==> src/rtl/key_matrix_scan_pkg.sv <==
// rtl/key_matrix_scan_pkg.sv - shared constants, FSM states and helpers for the key matrix scanner
// Contents:
//   KEY_ROWS / KEY_COLS / KEY_NUM  matrix geometry
//   scan_state_e                   scanner FSM states
//   col_pattern()                  one-hot-low column drive for a column index
//   lowest_set()                   index of the lowest set bit of a key vector
package key_matrix_scan_pkg;

  localparam int KEY_ROWS = 4;
  localparam int KEY_COLS = 4;
  localparam int KEY_NUM  = KEY_ROWS * KEY_COLS;

  typedef enum logic [1:0] {
    S_DRIVE   = 2'd0,
    S_SAMPLE  = 2'd1,
    S_COMPARE = 2'd2
  } scan_state_e;

  function automatic logic [3:0] col_pattern(input logic [1:0] col);
    logic [3:0] pat;
    case (col)
      2'd0:    pat = 4'b1110;
      2'd1:    pat = 4'b1101;
      2'd2:    pat = 4'b1011;
      default: pat = 4'b0111;
    endcase
    return pat;
  endfunction

  // Walks from the top down so the last hit is the lowest index.
  function automatic logic [3:0] lowest_set(input logic [KEY_NUM-1:0] v);
    logic [3:0] idx;
    idx = 4'd0;
    for (int i = KEY_NUM - 1; i >= 0; i--) begin
      if (v[i]) idx = 4'(i);
    end
    return idx;
  endfunction

endpackage

==> src/rtl/key_frame_debounce.sv <==
// rtl/key_frame_debounce.sv - whole-frame debouncer for the 16-key matrix
// Ports:
//   clk_i, rst_i   clock, synchronous active-high reset
//   frame_i        freshly scanned 16-key frame (1 = pressed)
//   compare_i      one-cycle strobe: frame_i is complete, evaluate it
//   accepted_o     last frame that was stable for DEBOUNCE_FRAMES frames
//   new_o          keys set in the newly accepted frame but not in the previous one
//   accept_o       one-cycle strobe in the cycle after an accepting compare
module key_frame_debounce
  import key_matrix_scan_pkg::*;
#(
  parameter int DEBOUNCE_FRAMES = 5
) (
  input  logic               clk_i,
  input  logic               rst_i,
  input  logic [KEY_NUM-1:0] frame_i,
  input  logic               compare_i,
  output logic [KEY_NUM-1:0] accepted_o,
  output logic [KEY_NUM-1:0] new_o,
  output logic               accept_o
);

  logic [KEY_NUM-1:0] last_q, last_d;
  logic [KEY_NUM-1:0] acc_q, acc_d;
  logic [KEY_NUM-1:0] new_q, new_d;
  logic [3:0]         stable_q, stable_d;
  logic [3:0]         stable_inc;
  logic               accept_q, accept_d;

  always_comb begin
    last_d     = last_q;
    acc_d      = acc_q;
    new_d      = new_q;
    stable_d   = stable_q;
    accept_d   = 1'b0;
    stable_inc = stable_q + 4'd1;
    if (compare_i) begin
      if (frame_i != last_q) begin
        last_d   = frame_i;
        stable_d = 4'd1;
      end else if (stable_q < 4'(DEBOUNCE_FRAMES)) begin
        stable_d = stable_inc;
        // Acceptance fires only on the exact crossing; once saturated the
        // count stays put so a held combination is never re-reported.
        if (stable_inc == 4'(DEBOUNCE_FRAMES)) begin
          acc_d    = frame_i;
          new_d    = frame_i & ~acc_q;
          accept_d = 1'b1;
        end
      end
    end
  end

  always_ff @(posedge clk_i) begin
    if (rst_i) begin
      last_q   <= '0;
      acc_q    <= '0;
      new_q    <= '0;
      stable_q <= 4'd0;
      accept_q <= 1'b0;
    end else begin
      last_q   <= last_d;
      acc_q    <= acc_d;
      new_q    <= new_d;
      stable_q <= stable_d;
      accept_q <= accept_d;
    end
  end

  assign accepted_o = acc_q;
  assign new_o      = new_q;
  assign accept_o   = accept_q;

endmodule

==> src/rtl/key_matrix_scan.sv <==
// rtl/key_matrix_scan.sv - 4x4 key matrix scanner with frame debounce and key-code report
// Ports:
//   CLK          system clock
//   RST          synchronous active-high reset
//   Key_Row_In   active-low row lines, asynchronous to CLK
//   Key_Col_Out  one-hot-low column drive (4'b1110 = column 0)
//   Key_Code     col*4+row of the last reported key, held between reports
//   Key_Valid    one-cycle strobe, Key_Code is new in the same cycle
//   Key_Any      at least one key set in the debounced frame
module key_matrix_scan
  import key_matrix_scan_pkg::*;
#(
  parameter int SCAN_DIV        = 50000,
  parameter int DEBOUNCE_FRAMES = 5
) (
  input  logic       CLK,
  input  logic       RST,
  input  logic [3:0] Key_Row_In,
  output logic [3:0] Key_Col_Out,
  output logic [3:0] Key_Code,
  output logic       Key_Valid,
  output logic       Key_Any
);

  localparam int DW = $clog2(SCAN_DIV);

  logic [KEY_ROWS-1:0] row_meta_q, row_sync_q;
  scan_state_e         state_q, state_d;
  logic [DW-1:0]       dwell_q, dwell_d;
  logic [1:0]          col_q, col_d;
  logic [KEY_NUM-1:0]  frame_q, frame_d;
  logic [3:0]          code_q;
  logic [KEY_NUM-1:0]  accepted, new_keys;
  logic                accept;

  always_comb begin
    state_d = state_q;
    dwell_d = dwell_q;
    col_d   = col_q;
    frame_d = frame_q;
    case (state_q)
      S_DRIVE: begin
        if (dwell_q == DW'(SCAN_DIV - 1)) begin
          dwell_d = '0;
          state_d = S_SAMPLE;
        end else begin
          dwell_d = dwell_q + DW'(1);
        end
      end
      S_SAMPLE: begin
        for (int r = 0; r < KEY_ROWS; r++) begin
          frame_d[{col_q, 2'(r)}] = ~row_sync_q[r];
        end
        // The 2-bit index wraps 3 -> 0, which puts column 0 back on the
        // pins during the compare cycle.
        col_d   = col_q + 2'd1;
        state_d = (col_q == 2'(KEY_COLS - 1)) ? S_COMPARE : S_DRIVE;
      end
      S_COMPARE: state_d = S_DRIVE;
      default:   state_d = S_DRIVE;
    endcase
  end

  always_ff @(posedge CLK) begin
    if (RST) begin
      row_meta_q <= '1;
      row_sync_q <= '1;
      state_q    <= S_DRIVE;
      dwell_q    <= '0;
      col_q      <= 2'd0;
      frame_q    <= '0;
      code_q     <= 4'd0;
    end else begin
      row_meta_q <= Key_Row_In;
      row_sync_q <= row_meta_q;
      state_q    <= state_d;
      dwell_q    <= dwell_d;
      col_q      <= col_d;
      frame_q    <= frame_d;
      code_q     <= Key_Code;
    end
  end

  key_frame_debounce #(
    .DEBOUNCE_FRAMES(DEBOUNCE_FRAMES)
  ) u_debounce (
    .clk_i     (CLK),
    .rst_i     (RST),
    .frame_i   (frame_q),
    .compare_i (state_q == S_COMPARE),
    .accepted_o(accepted),
    .new_o     (new_keys),
    .accept_o  (accept)
  );

  // Only the lowest newly pressed key is reported; the rest are dropped.
  assign Key_Valid   = accept & (|new_keys);
  assign Key_Code    = Key_Valid ? lowest_set(new_keys) : code_q;
  assign Key_Any     = |accepted;
  assign Key_Col_Out = col_pattern(col_q);

endmodule

==> config.mk <==
export PLATFORM = sky130hd
export DESIGN_NAME = key_matrix_scan
export DESIGN_NICKNAME = d
export VERILOG_FILES = /design/src/rtl/key_matrix_scan_pkg.sv /design/src/rtl/key_frame_debounce.sv /design/src/rtl/key_matrix_scan.sv
export SDC_FILE = /design/constraint.sdc
export NUM_CORES = 1
export LEC_CHECK = 0
export ABC_CLOCK_PERIOD_IN_PS = 2800
export BUFFER_PORTS_ARGS = -buffer_cell sky130_fd_sc_hd__buf_2
export CORE_MARGIN = 5
export CORE_UTILIZATION = 58
export DETAILED_ROUTE_END_ITERATION = 10
export PLACE_DENSITY_LB_ADDON = 0.25
export SLEW_MARGIN = 20
export SYNTH_ARGS = -nofsm -noshare
export SYNTH_HDL_FRONTEND = slang
export SYNTH_HIERARCHICAL = 1
export SYNTH_SLANG_ARGS = --single-unit
==> constraint.sdc <==
create_clock -name CLK -period 2.8 [get_ports CLK]
set_clock_uncertainty 0.1 [all_clocks]
set_input_delay 0.14 -clock CLK [delete_from_list [all_inputs] [get_ports CLK]]
set_output_delay 0.14 -clock CLK [all_outputs]
set_load 0.01 [all_outputs]
==> results of run 1 <==
## critical path: stages, from the launching register on
cell	delay (ns)
dfxtp_1	0.37
nor4_1	0.58
a41oi_1	0.32
o21ai_0	0.16
a21oi_1	0.08
nor2_1	0.12
buf_2	0.14
## report_power, final
| group | total [uW] | internal (uW) | switching, uW |
|---|---|---|---|
| Combinational | 50.1 | 19.7 | 30.4 |
| Clock | 895 | 362 | 533 |
| Sequential | 1450 | 1450 | 8.40 |
## cells by family (layout without fill, tap and decap cells)
| kind of cell | count (synthesis) | in the layout |
|---|---|---|
| simple gates | 208 | 208 |
| compound gates | 134 | 134 |
| xor+xnor | 24 | 24 |
| fa+ha+maj | 11 | 11 |
| flops | 101 | 101 |
| mux | 1 | 1 |
| buf+inv | 50 | 61 |
## final cells by class
cell class / count / share of cell area
Multi-Input combinational cell: 378 / 0.471
Sequential cell: 101 / 0.412
Timing Repair Buffer: 31 / 0.0418
Clock buffer: 10 / 0.0280
Tap cell: 102 / 0.0260
Inverter: 14 / 0.0107
Clock inverter: 6 / 0.0104
## cell usage in the layout (no fill, tap or decap), drive strengths merged, types with 16 or more instances in the layout
cell,Yosys,final
a211oi,16,16
a21oi,64,64
buf,17,27
dfxtp,101,101
inv,14,18
nand2,24,24
nand3,41,41
nand4b,16,16
nor2,44,44
o21ai,39,39
xnor2,22,22
## through the flow
stage	util	power (uW)	instance area (um2)	hold WS, ns	worst slack, ns
floorplan	-	1520	4550	0.144	0.881
global placement	0.609	1530	4680	0.224	0.551
detailed placement	0.609	1530	4680	0.227	0.523
CTS	0.639	2420	4910	0.157	0.455
global route	0.639	2490	4910	0.208	0.236
finish	0.639	2400	4910	0.166	0.431
## worst max path at each step
stage                                      endpoint  slack, ns  depth (start not counted)
after floorplan           u_debounce/accepted_o[10]       0.88                          7
after global placement     u_debounce/accepted_o[0]       0.55                          5
after detailed placement        u_debounce/new_o[0]       0.52                          5
after CTS                               Key_Code[0]       0.45                          6
after global routing                    Key_Code[0]       0.24                          6
final                                   Key_Code[0]       0.43                          6
## Yosys cell counts (3+ instances only)
library cell  instances
a21oi_1              64
nand2_1              24
o21ai_1              11
nand3_1              41
buf_1                 3
a211oi_1             16
nor4_1               12
nand4b_1             16
clkbuf_1             19
xnor2_1              22
or2_2                10
nor3_1               11
nor2b_1              10
and2_1                6
nor2_1               44
dfxtp_1             101
buf_6                 3
nand4_1              11
a31oi_1               3
ha_1                 11
o21ai_0              28
or3_1                 4
and3_1                3
buf_2                10
inv_1                14
## registers in the layout, summed over array words and instances, names as in the netlist
name	count
u_debounce/new_o	16
row_sync_q	4
col_q	2
code_q	4
dwell_q	16
row_meta_q	4
state_q	2
u_debounce/last_q	16
frame_q	16
u_debounce/accepted_o	16
u_debounce/stable_q	4
u_debounce/accept_o	1
## per-layer routing
layer | vias to the layer above | share of wire | GRT usage
li1 | 1904 | - | -
met1 | 1805 | 0.48 | 0.293
met2 | 92 | 0.46 | 0.327
met3 | 15 | 0.039 | 0.0297
met4 | 0 | 0.018 | 0.0851
met5 | - | 0 | 0
==> out/results.ini, run 1 <==
[place]
gp_congestion = 0.834
place_hpwl_um = 6620
io_buffers = 15
dp.cells = 622

[synthesis]
synthTopCellsByArea = dfxtp_1 44%, a21oi_1 7.0%, nand3_1 4.5%
synth_seq_area_share = 0.444
synth-simple-area-share = 0.261
synthFlopType = dfxtp_1
ys_async_sr_fraction = 0
synth_top_area_frac = 0.444
synth_top_family_by_area = simple AND/OR/NAND/NOR gates
synth_compound_area_frac = 0.167
synth_area_mm2 = 0.00455
muxShareOfSynthArea = 0.00220
ys_warn_count = 6
synth_xor_area_frac = 0.0462
synthAdderAreaFrac = 0.0302
synth_edf_count = 0
synth_top_area_cell = dfxtp_1
ys_seq_elements = 101
synthesis.nets = 546
synth_cells = 529
synth_cell_type_count = 49
syn_area_per_cell_um2 = 8.60

[critical_path]
cp_max_fo = 5
cp-startpoint = u_debounce/new_o[7]
path_class = flip-flop to primary output
endpoint_kind = primary output
r2r-end = u_debounce/accepted_o[0]
r2r_start = frame_q[15]
required_ns = 2.56
critical_path_arrival_ns = 2.13
rr_worst_depth = 5
r2r_slack_ns = 0.47
startpoint_type = flip-flop

[clock_network]
cts_max_path_buffers = 2
clk_pin_slew_ns = 0.10
post_cts.repair.setup_buffers = 0
root_buffer = clkbuf_8
cts_tree = yes
postCtsHoldBufs = 4
cts_buffers = 9
cts-resized-gates = 0
worstSkewPairLatency_ns = 0.37
clkSinkCount = 101
cts.htree.levels = 3

[sta]
hold_viol = 0
min_period_over_period = 0.846
fmax_ghz = 0.422
drv_slew = 0
rsz0062_at_grt = false
fin_tns_setup_ns = 0
slew_headroom = 0.590
worst_slew_pin_slew_ns = 0.610
finalSetupViolations = 0
period_minus_slack_ns = 2.37

[floorplanning]
die_h_um = 98.6
die_w_um = 98.6
start_util = 0.592
coreArea_mm2 = 0.00769
rows = 32
dieArea_mm2 = 0.00972
io_pins = 16

[routing]
post_drt_wl_per_cell_um = 15.3
drt_iter0_drc = 241
drt-pass1-iter-count = 5
avgViaCountPerCell = 5.94
drc_errors = 0
ant_nets = 0
via_count = 3816
routed_wl_um = 9820

[global_route]
grt-ovfl-total = 0
antenna_found_initial = 0
grt_use_total = 0.210
grt_pass1_vias = 3611
grt_max_degree = 50
grt_pass1_wl_um = 17100

[pwr]
power_density_mw_per_mm2 = 488
p_leak_uw = 0.00166
peakVddDrop_mv = 0.429

[min_path]
worstHoldStart = RST
hold_path_class = input pin to flip-flop
whs_path_depth = 2
hold-path-endpoint = dwell_q[2]

[status]
status = complete, no violations

[job]
drv_cap = 0

[layout]
antenna_cells = 0
syn_to_final_growth_pct = 7.95
regArea_mm2 = 0.00202
multiInputGateArea_mm2 = 0.00232
fill_cells = 680
drive_gt1_frac = 0.115
nets = 552
fin_cells = 642

Power figures use the tool's default switching activity.
==> inputs of run 2 (changes only) <==
Settings changed: ABC_AREA set to 1, ABC_CLOCK_PERIOD_IN_PS 2800 to 2300.
Clock period 2.8 ns to 2.3 ns, I/O delays scaled along.
==> out/results.ini, run 2 <==
[place]
dp.cells = 838  ; was 622
gp_congestion = 0.875  ; was 0.834
place_hpwl_um = 7430  ; was 6620 um
placed_cell_area_mm2 = 0.00515  ; was 0.00468 mm2
io_buffers = 15  ; unchanged

[floorplanning]
dieArea_mm2 = 0.0106  ; was 0.00972 mm2
coreArea_mm2 = 0.00859  ; was 0.00769 mm2
die_w_um = 103  ; was 98.6 um
start_util = 0.585  ; was 0.592
io_pins = 16  ; unchanged
rows = 34  ; was 32
die_h_um = 103  ; was 98.6 um

[routing]
via_count = 4439  ; was 3,816
routed_wl_um = 10500  ; was 9820 um
ant_nets = 0  ; unchanged
drc_errors = 0  ; unchanged
avgViaCountPerCell = 5.17  ; was 5.94
drt-pass1-iter-count = 5  ; unchanged
post_drt_wl_per_cell_um = 12.2  ; was 15.3 um
drt_iter0_drc = 198  ; was 241

[synthesis]
synth_area_mm2 = 0.00503  ; was 0.00455 mm2
synthFlopType = dfxtp_1  ; unchanged
synthTopCellsByArea = dfxtp_1 40%, nand2_1 13%, nor2_1 10%  ; was dfxtp_1 44%, a21oi_1 7.0%, nand3_1 4.5%
ys_seq_elements = 101  ; unchanged
ys_async_sr_fraction = 0  ; unchanged
synth_edf_count = 0  ; unchanged
synthesis.nets = 752  ; was 546
ys_warn_count = 6  ; unchanged
synth_top_area_frac = 0.402  ; was 0.444
synth_common_cells = 175 x nand2_1, 135 x nor2_1, 101 x dfxtp_1  ; was 101 x dfxtp_1, 64 x a21oi_1, 44 x nor2_1
synthMostInstantiatedCell = nand2_1  ; was dfxtp_1
synth_top_area_cell = dfxtp_1  ; unchanged
synth_cell_type_count = 42  ; was 49
synth_seq_area_share = 0.402  ; was 0.444
synth_cells = 735  ; was 529
syn_area_per_cell_um2 = 6.85  ; was 8.60 um2

[clock_network]
cts_tree = yes  ; unchanged
root_buffer = clkbuf_8  ; unchanged
cts_max_path_buffers = 2  ; unchanged
cts_buffers = 9  ; unchanged
clk_pin_slew_ns = 0.11  ; was 0.10 ns
cts.htree.levels = 3  ; unchanged
worstSkewPairLatency_ns = 0.38  ; was 0.37 ns
clkSinkCount = 101  ; unchanged

[sta]
rsz0062_at_grt = false  ; unchanged
drv_slew = 0  ; unchanged
finalSetupViolations = 0  ; unchanged
slew_headroom = 0.666  ; was 0.590
worst_slew_pin_slew_ns = 0.501  ; was 0.610 ns
fmax_ghz = 0.477
hold_viol = 0  ; unchanged
period_minus_slack_ns = 2.10
min_period_over_period = 0.912
fin_tns_setup_ns = 0  ; unchanged

[critical_path]
critical_path_arrival_ns = 1.88  ; was 2.13 ns
rr_worst_depth = 11  ; was 5
cp-startpoint = u_debounce/new_o[9]  ; was u_debounce/new_o[7]
path_class = flip-flop to primary output  ; unchanged
required_ns = 2.09  ; was 2.56 ns
r2r_start = frame_q[11]  ; was frame_q[15]
startpoint_type = flip-flop  ; unchanged
cp_max_fo = 5  ; unchanged
endpoint_kind = primary output  ; unchanged

[layout]
drive_gt1_frac = 0.130  ; was 0.115
final_cell_mix = 175 x nand2_1, 135 x nor2_1, 101 x dfxtp_1  ; was 101 x dfxtp_1, 64 x a21oi_1, 44 x nor2_1
syn_to_final_growth_pct = 7.21  ; was 7.95%
final_area_mm2 = 0.00539  ; was 0.00491 mm2
antenna_cells = 0  ; unchanged
final_common_cell = nand2_1  ; was dfxtp_1
fill_cells = 781  ; was 680
fin_cells = 859  ; was 642
postLayoutCoreUtil = 0.628  ; was 0.639
nets = 763  ; was 552

[global_route]
grt_max_degree = 51  ; was 50
grt_pass1_wl_um = 17900  ; was 17,100 um
grt_pass1_vias = 4023  ; was 3,611
grt-ovfl-total = 0  ; unchanged
antenna_found_initial = 0  ; unchanged
grt_use_total = 0.212  ; was 0.210

[min_path]
whs_path_depth = 1  ; was 2
worstHoldStart = row_meta_q[3]  ; was RST
hold_path_class = flip-flop to flip-flop  ; was input pin to flip-flop

[pwr]
peakVddDrop_mv = 0.469  ; was 0.429 mV
p_leak_uw = 0.00227  ; was 0.00166 uW
total_power_uw = 2940  ; was 2400 uW
power_density_mw_per_mm2 = 544  ; was 488 mW/mm2

[status]
status = complete, no violations  ; unchanged

[job]
drv_cap = 0  ; unchanged

-- run 2: cell count changes after synthesis, sizes merged, moves of 12 or more --
| cell | before | now |
|---|---|---|
| inv | 14 | 88 |
| nand2 | 24 | 177 |
| xnor2 | 22 | 4 |
| nand4 | 11 | 31 |
| nor2 | 44 | 144 |
| a21oi | 64 | 38 |
| nand4b | 16 | 0 |
| or2 | 10 | 22 |
| a211oi | 16 | 2 |
-- run 2: repair_timing --
item | 4_1_cts | 5_1_grt
endpoints found under the hold margin | 15 | 0
hold buffers | 5 | 0
buffers inserted | 0 | 0
setup endpoints to repair | 0 | 2
gates resized for setup | 0 | 1
-- run 2: final cells by class --
class,count,area (um2),area share
Inverter,90,340,0.0631
Multi-Input combinational cell,518,2530,0.470
Clock inverter,6,53.8,0.00997
Clock buffer,10,138,0.0255
Tap cell,108,135,0.0251
Timing Repair Buffer,26,170,0.0315
Sequential cell,101,2020,0.375
-- run 2: worst paths after layout --
check                         endpoint  slack, ns
hold reg to reg          row_sync_q[3]       0.32
setup reg to reg  u_debounce/last_q[0]       0.26
hold / removal           row_sync_q[3]       0.32
setup / recovery           Key_Code[1]       0.20
-- run 2: power by group --
| part | internal, uW | total, uW | switching, uW | leakage [uW] |
|---|---|---|---|---|
| registers | 1760 | 1760 | 5.05 | 0.000816 |
| clock network | 440 | 1090 | 649 | 0.0000950 |
| logic | 31.2 | 83.1 | 52.0 | 0.00136 |
| total | 2230 | 2940 | 707 | 0.00227 |
-- run 2: cell families (layout without fill, tap and decap cells) --
| kind of cell | Yosys count | count (layout) | synth area share |
|---|---|---|---|
| AOI/OAI and AO/OA | 74 | 74 | 0.0803 |
| xor gates and xnor gates | 6 | 6 | 0.0104 |
| adders and majority gates | 11 | 11 | 0.0274 |
| buffers and inverters | 116 | 132 | 0.0970 |
| DFF | 101 | 101 | 0.402 |
| and+or+nand+nor | 427 | 427 | 0.383 |
-- run 2: routing by layer --
layer	GRT usage	part of all wire	up-vias
met5	0	0	-
li1	-	-	2342
met3	0.0501	0.043	17
met1	0.275	0.47	1999
met2	0.353	0.48	81
met4	0.0578	0.012	0
-- run 2: worst max-delay path, cell delays in order, from the launching register on --
cell and delay (ns):
dfxtp_1 0.35, nor4_2 0.37, nand2_1 0.10, nand2_1 0.09, nand2_1 0.08, inv_1 0.15
a21oi_1 0.06, nand3_1 0.11, nand2_1 0.07, buf_2 0.14
-- run 2: stage by stage --
stage	worst slack, ns	hold WS, ns
2_1_floorplan	0.526	0.0841
3_3_place_gp	0.376	0.200
3_5_place_dp	0.318	0.201
4_1_cts	0.0647	0.322
5_1_grt	0.0187	0.346
6_report	0.202	0.320
==> inputs of run 3 (changes only) <==
==> constraint.sdc (replaced) <==
create_clock -name CLK -period 2.3 [get_ports CLK]
set_clock_uncertainty 0.1 [all_clocks]
set_input_delay 0.46 -clock CLK [delete_from_list [all_inputs] [get_ports CLK]]
set_output_delay 0.46 -clock CLK [all_outputs]
set_load 0.01 [all_outputs]
==> out/results.ini, run 3 (same netlist as run 2, synthesis figures left out) <==
[place]
place_hpwl_um = 7300  ; was 7430 um
place_ws_ns = 0.314  ; was 0.318 ns
gp_congestion = 0.803  ; was 0.875
placed_cell_area_mm2 = 0.00517  ; was 0.00515 mm2
io_buffers = 15  ; unchanged

[layout]
final_area_mm2 = 0.00539  ; about the same
nets = 761  ; was 763
final_cell_mix = 173 x nand2_1, 135 x nor2_1, 96 x dfxtp_1  ; was 175 x nand2_1, 135 x nor2_1, 101 x dfxtp_1
final_common_cell = nand2_1  ; unchanged
fill_cells = 821  ; was 781
antenna_cells = 0  ; unchanged
drive_gt1_frac = 0.147  ; was 0.130
syn_to_final_growth_pct = 7.16  ; was 7.21%

[sta]
hold_viol = 0  ; unchanged
period_minus_slack_ns = 2.28  ; was 2.10 ns
worst_slew_pin_slew_ns = 0.501  ; about the same
fin_hold_ws_ns = 0.161  ; was 0.320 ns
rsz0062_at_grt = true  ; was false
slew_headroom = 0.666  ; about the same
finalSetupViolations = 0  ; unchanged
drv_slew = 0  ; unchanged
min_period_over_period = 0.992  ; was 0.912
fmax_ghz = 0.438  ; was 0.477 GHz
fin_ws_ns = 0.0176  ; was 0.202 ns
fin_tns_setup_ns = 0  ; unchanged

[clock_network]
cts.htree.levels = 3  ; unchanged
worstSkewPairLatency_ns = 0.37  ; was 0.38 ns
root_buffer = clkbuf_8  ; unchanged
cts_max_path_buffers = 2  ; unchanged
cts_buffers = 9  ; unchanged
postCtsHoldBufs = 0  ; was 5
clk_pin_slew_ns = 0.10  ; was 0.11 ns
clkSinkCount = 101  ; unchanged
cts_tree = yes  ; unchanged

[routing]
ant_nets = 0  ; unchanged
wl_met1_um = 4890  ; was 4900 um
post_drt_wl_per_cell_um = 12.2  ; about the same
drt-pass1-iter-count = 7  ; was 5
drt_iter0_drc = 205  ; was 198
avgViaCountPerCell = 5.18  ; was 5.17
wl_met2_um = 4990  ; about the same
highest_layer = met4  ; unchanged
drc_errors = 0  ; unchanged
via_count = 4438  ; was 4,439
routed_wl_um = 10500  ; about the same
wl_met3_um = 377  ; was 455 um

[global_route]
grt_pass1_vias = 3963  ; was 4,023
grt-ovfl-total = 0  ; unchanged
grt_use_total = 0.211  ; was 0.212
grt_max_degree = 51  ; unchanged
grt_pass1_wl_um = 17800  ; was 17,900 um
antenna_found_initial = 0  ; unchanged

[critical_path]
required_ns = 1.74  ; was 2.09 ns
startpoint_type = flip-flop  ; unchanged
critPathCapture = Key_Code[1]  ; unchanged
critical_path_arrival_ns = 1.72  ; was 1.88 ns
cp_max_fo = 5  ; unchanged
r2r_slack_ns = 0.31  ; was 0.26 ns
rr_worst_depth = 10  ; was 11
r2r-end = u_debounce/new_o[11]  ; was u_debounce/last_q[0]
r2r_start = u_debounce/stable_q[0]  ; was frame_q[11]
endpoint_kind = primary output  ; unchanged
cp-startpoint = u_debounce/new_o[10]  ; was u_debounce/new_o[9]
path_class = flip-flop to primary output  ; unchanged

[floorplanning]
io_pins = 16  ; unchanged
rows = 34  ; unchanged
die_h_um = 103  ; unchanged
die_w_um = 103  ; unchanged
dieArea_mm2 = 0.0106  ; unchanged
coreArea_mm2 = 0.00859  ; unchanged
start_util = 0.585  ; unchanged

[pwr]
power_density_mw_per_mm2 = 554  ; was 544 mW/mm2
p_comb_frac = 0.026  ; was 0.028
p_seq_frac = 0.591  ; was 0.601
total_power_uw = 2980  ; was 2940 uW
p_leak_uw = 0.00227  ; about the same
p_sw_frac = 0.230  ; was 0.241
p_switching_uw = 686  ; was 707 uW
peakVddDrop_mv = 0.413  ; was 0.469 mV
p_int_uw = 2300  ; was 2230 uW
clkPwrFrac = 0.383  ; was 0.371

[status]
status = complete, no violations  ; unchanged

[min_path]
hold_path_class = input pin to flip-flop  ; was flip-flop to flip-flop
worstHoldStart = Key_Row_In[2]  ; was row_meta_q[3]
whs_path_depth = 2  ; was 1

[job]
drv_cap = 0  ; unchanged

## run 3: changes by cell type in the layout (fill, tap and decap cells not counted), moves of 2 or more
| cell | before | now |
|---|---|---|
| dfxtp_1 | 101 | 96 |
| dfxtp_2 | 0 | 5 |
| dlygate4sd3_1 | 5 | 0 |
| buf_4 | 6 | 9 |
| inv_1 | 74 | 72 |
| inv_2 | 13 | 15 |
| nand2_1 | 175 | 173 |
| nand2_2 | 2 | 4 |
## run 3: metrics by stage
step / utilization / std cells
floorplan: - / 735
global placement: 0.601 / 841
detailed placement: 0.601 / 841
CTS: 0.626 / 857
global route: 0.627 / 857
finish: 0.627 / 857
## run 3: final cells by class
| type | instances | area (um2) | area share |
|---|---|---|---|
| clock buffers | 10 | 128 | 0.0237 |
| clock inverters | 6 | 72.6 | 0.0135 |
| inverters | 90 | 340 | 0.0631 |
| multi-input cells | 518 | 2540 | 0.472 |
| flip-flops and latches | 101 | 2030 | 0.376 |
| well taps | 108 | 135 | 0.0251 |
| repair buffers | 24 | 143 | 0.0265 |
## run 3: routing by layer
metal / track usage / vias up
li1: - / 2337
met1: 0.272 / 2004
met2: 0.350 / 75
met3: 0.0453 / 22
met4: 0.0747 / 0
met5: 0 / -
## run 3: power groups by stage
| stage | Combinational, uW | Sequential, uW | Clock, uW |
|---|---|---|---|
| final | 78.1 | 1760 | 1140 |
| after floorplan | 57.3 | 1800 | 0 |
| after CTS | 79.0 | 1760 | 1170 |
| after global placement | 75.5 | 1800 | 0 |
| after detailed placement | 78.5 | 1800 | 0 |
| after global routing | 89.4 | 1770 | 1260 |
## run 3: critical path, stage by stage (launching register included)
cell	delay, ns
dfxtp_2	0.34
nor4_2	0.34
nand2_1	0.08
nand2_1	0.09
nand2_2	0.07
inv_2	0.09
a21oi_1	0.05
nand3_1	0.10
nand2_1	0.06
buf_2	0.13
## run 3: worst min path at each step
stage                          endpoint
after CTS                 row_meta_q[0]
after global placement    row_sync_q[2]
final                     row_meta_q[2]
after global routing      row_meta_q[3]
after floorplan           row_sync_q[0]
after detailed placement  row_sync_q[1]
## run 3: what timing repair did
action,in CTS,in global routing
hold endpoints to repair,0,0
setup endpoints to repair,3,4
setup buffers,0,0
pin swaps,1,0
gates resized for setup,4,8
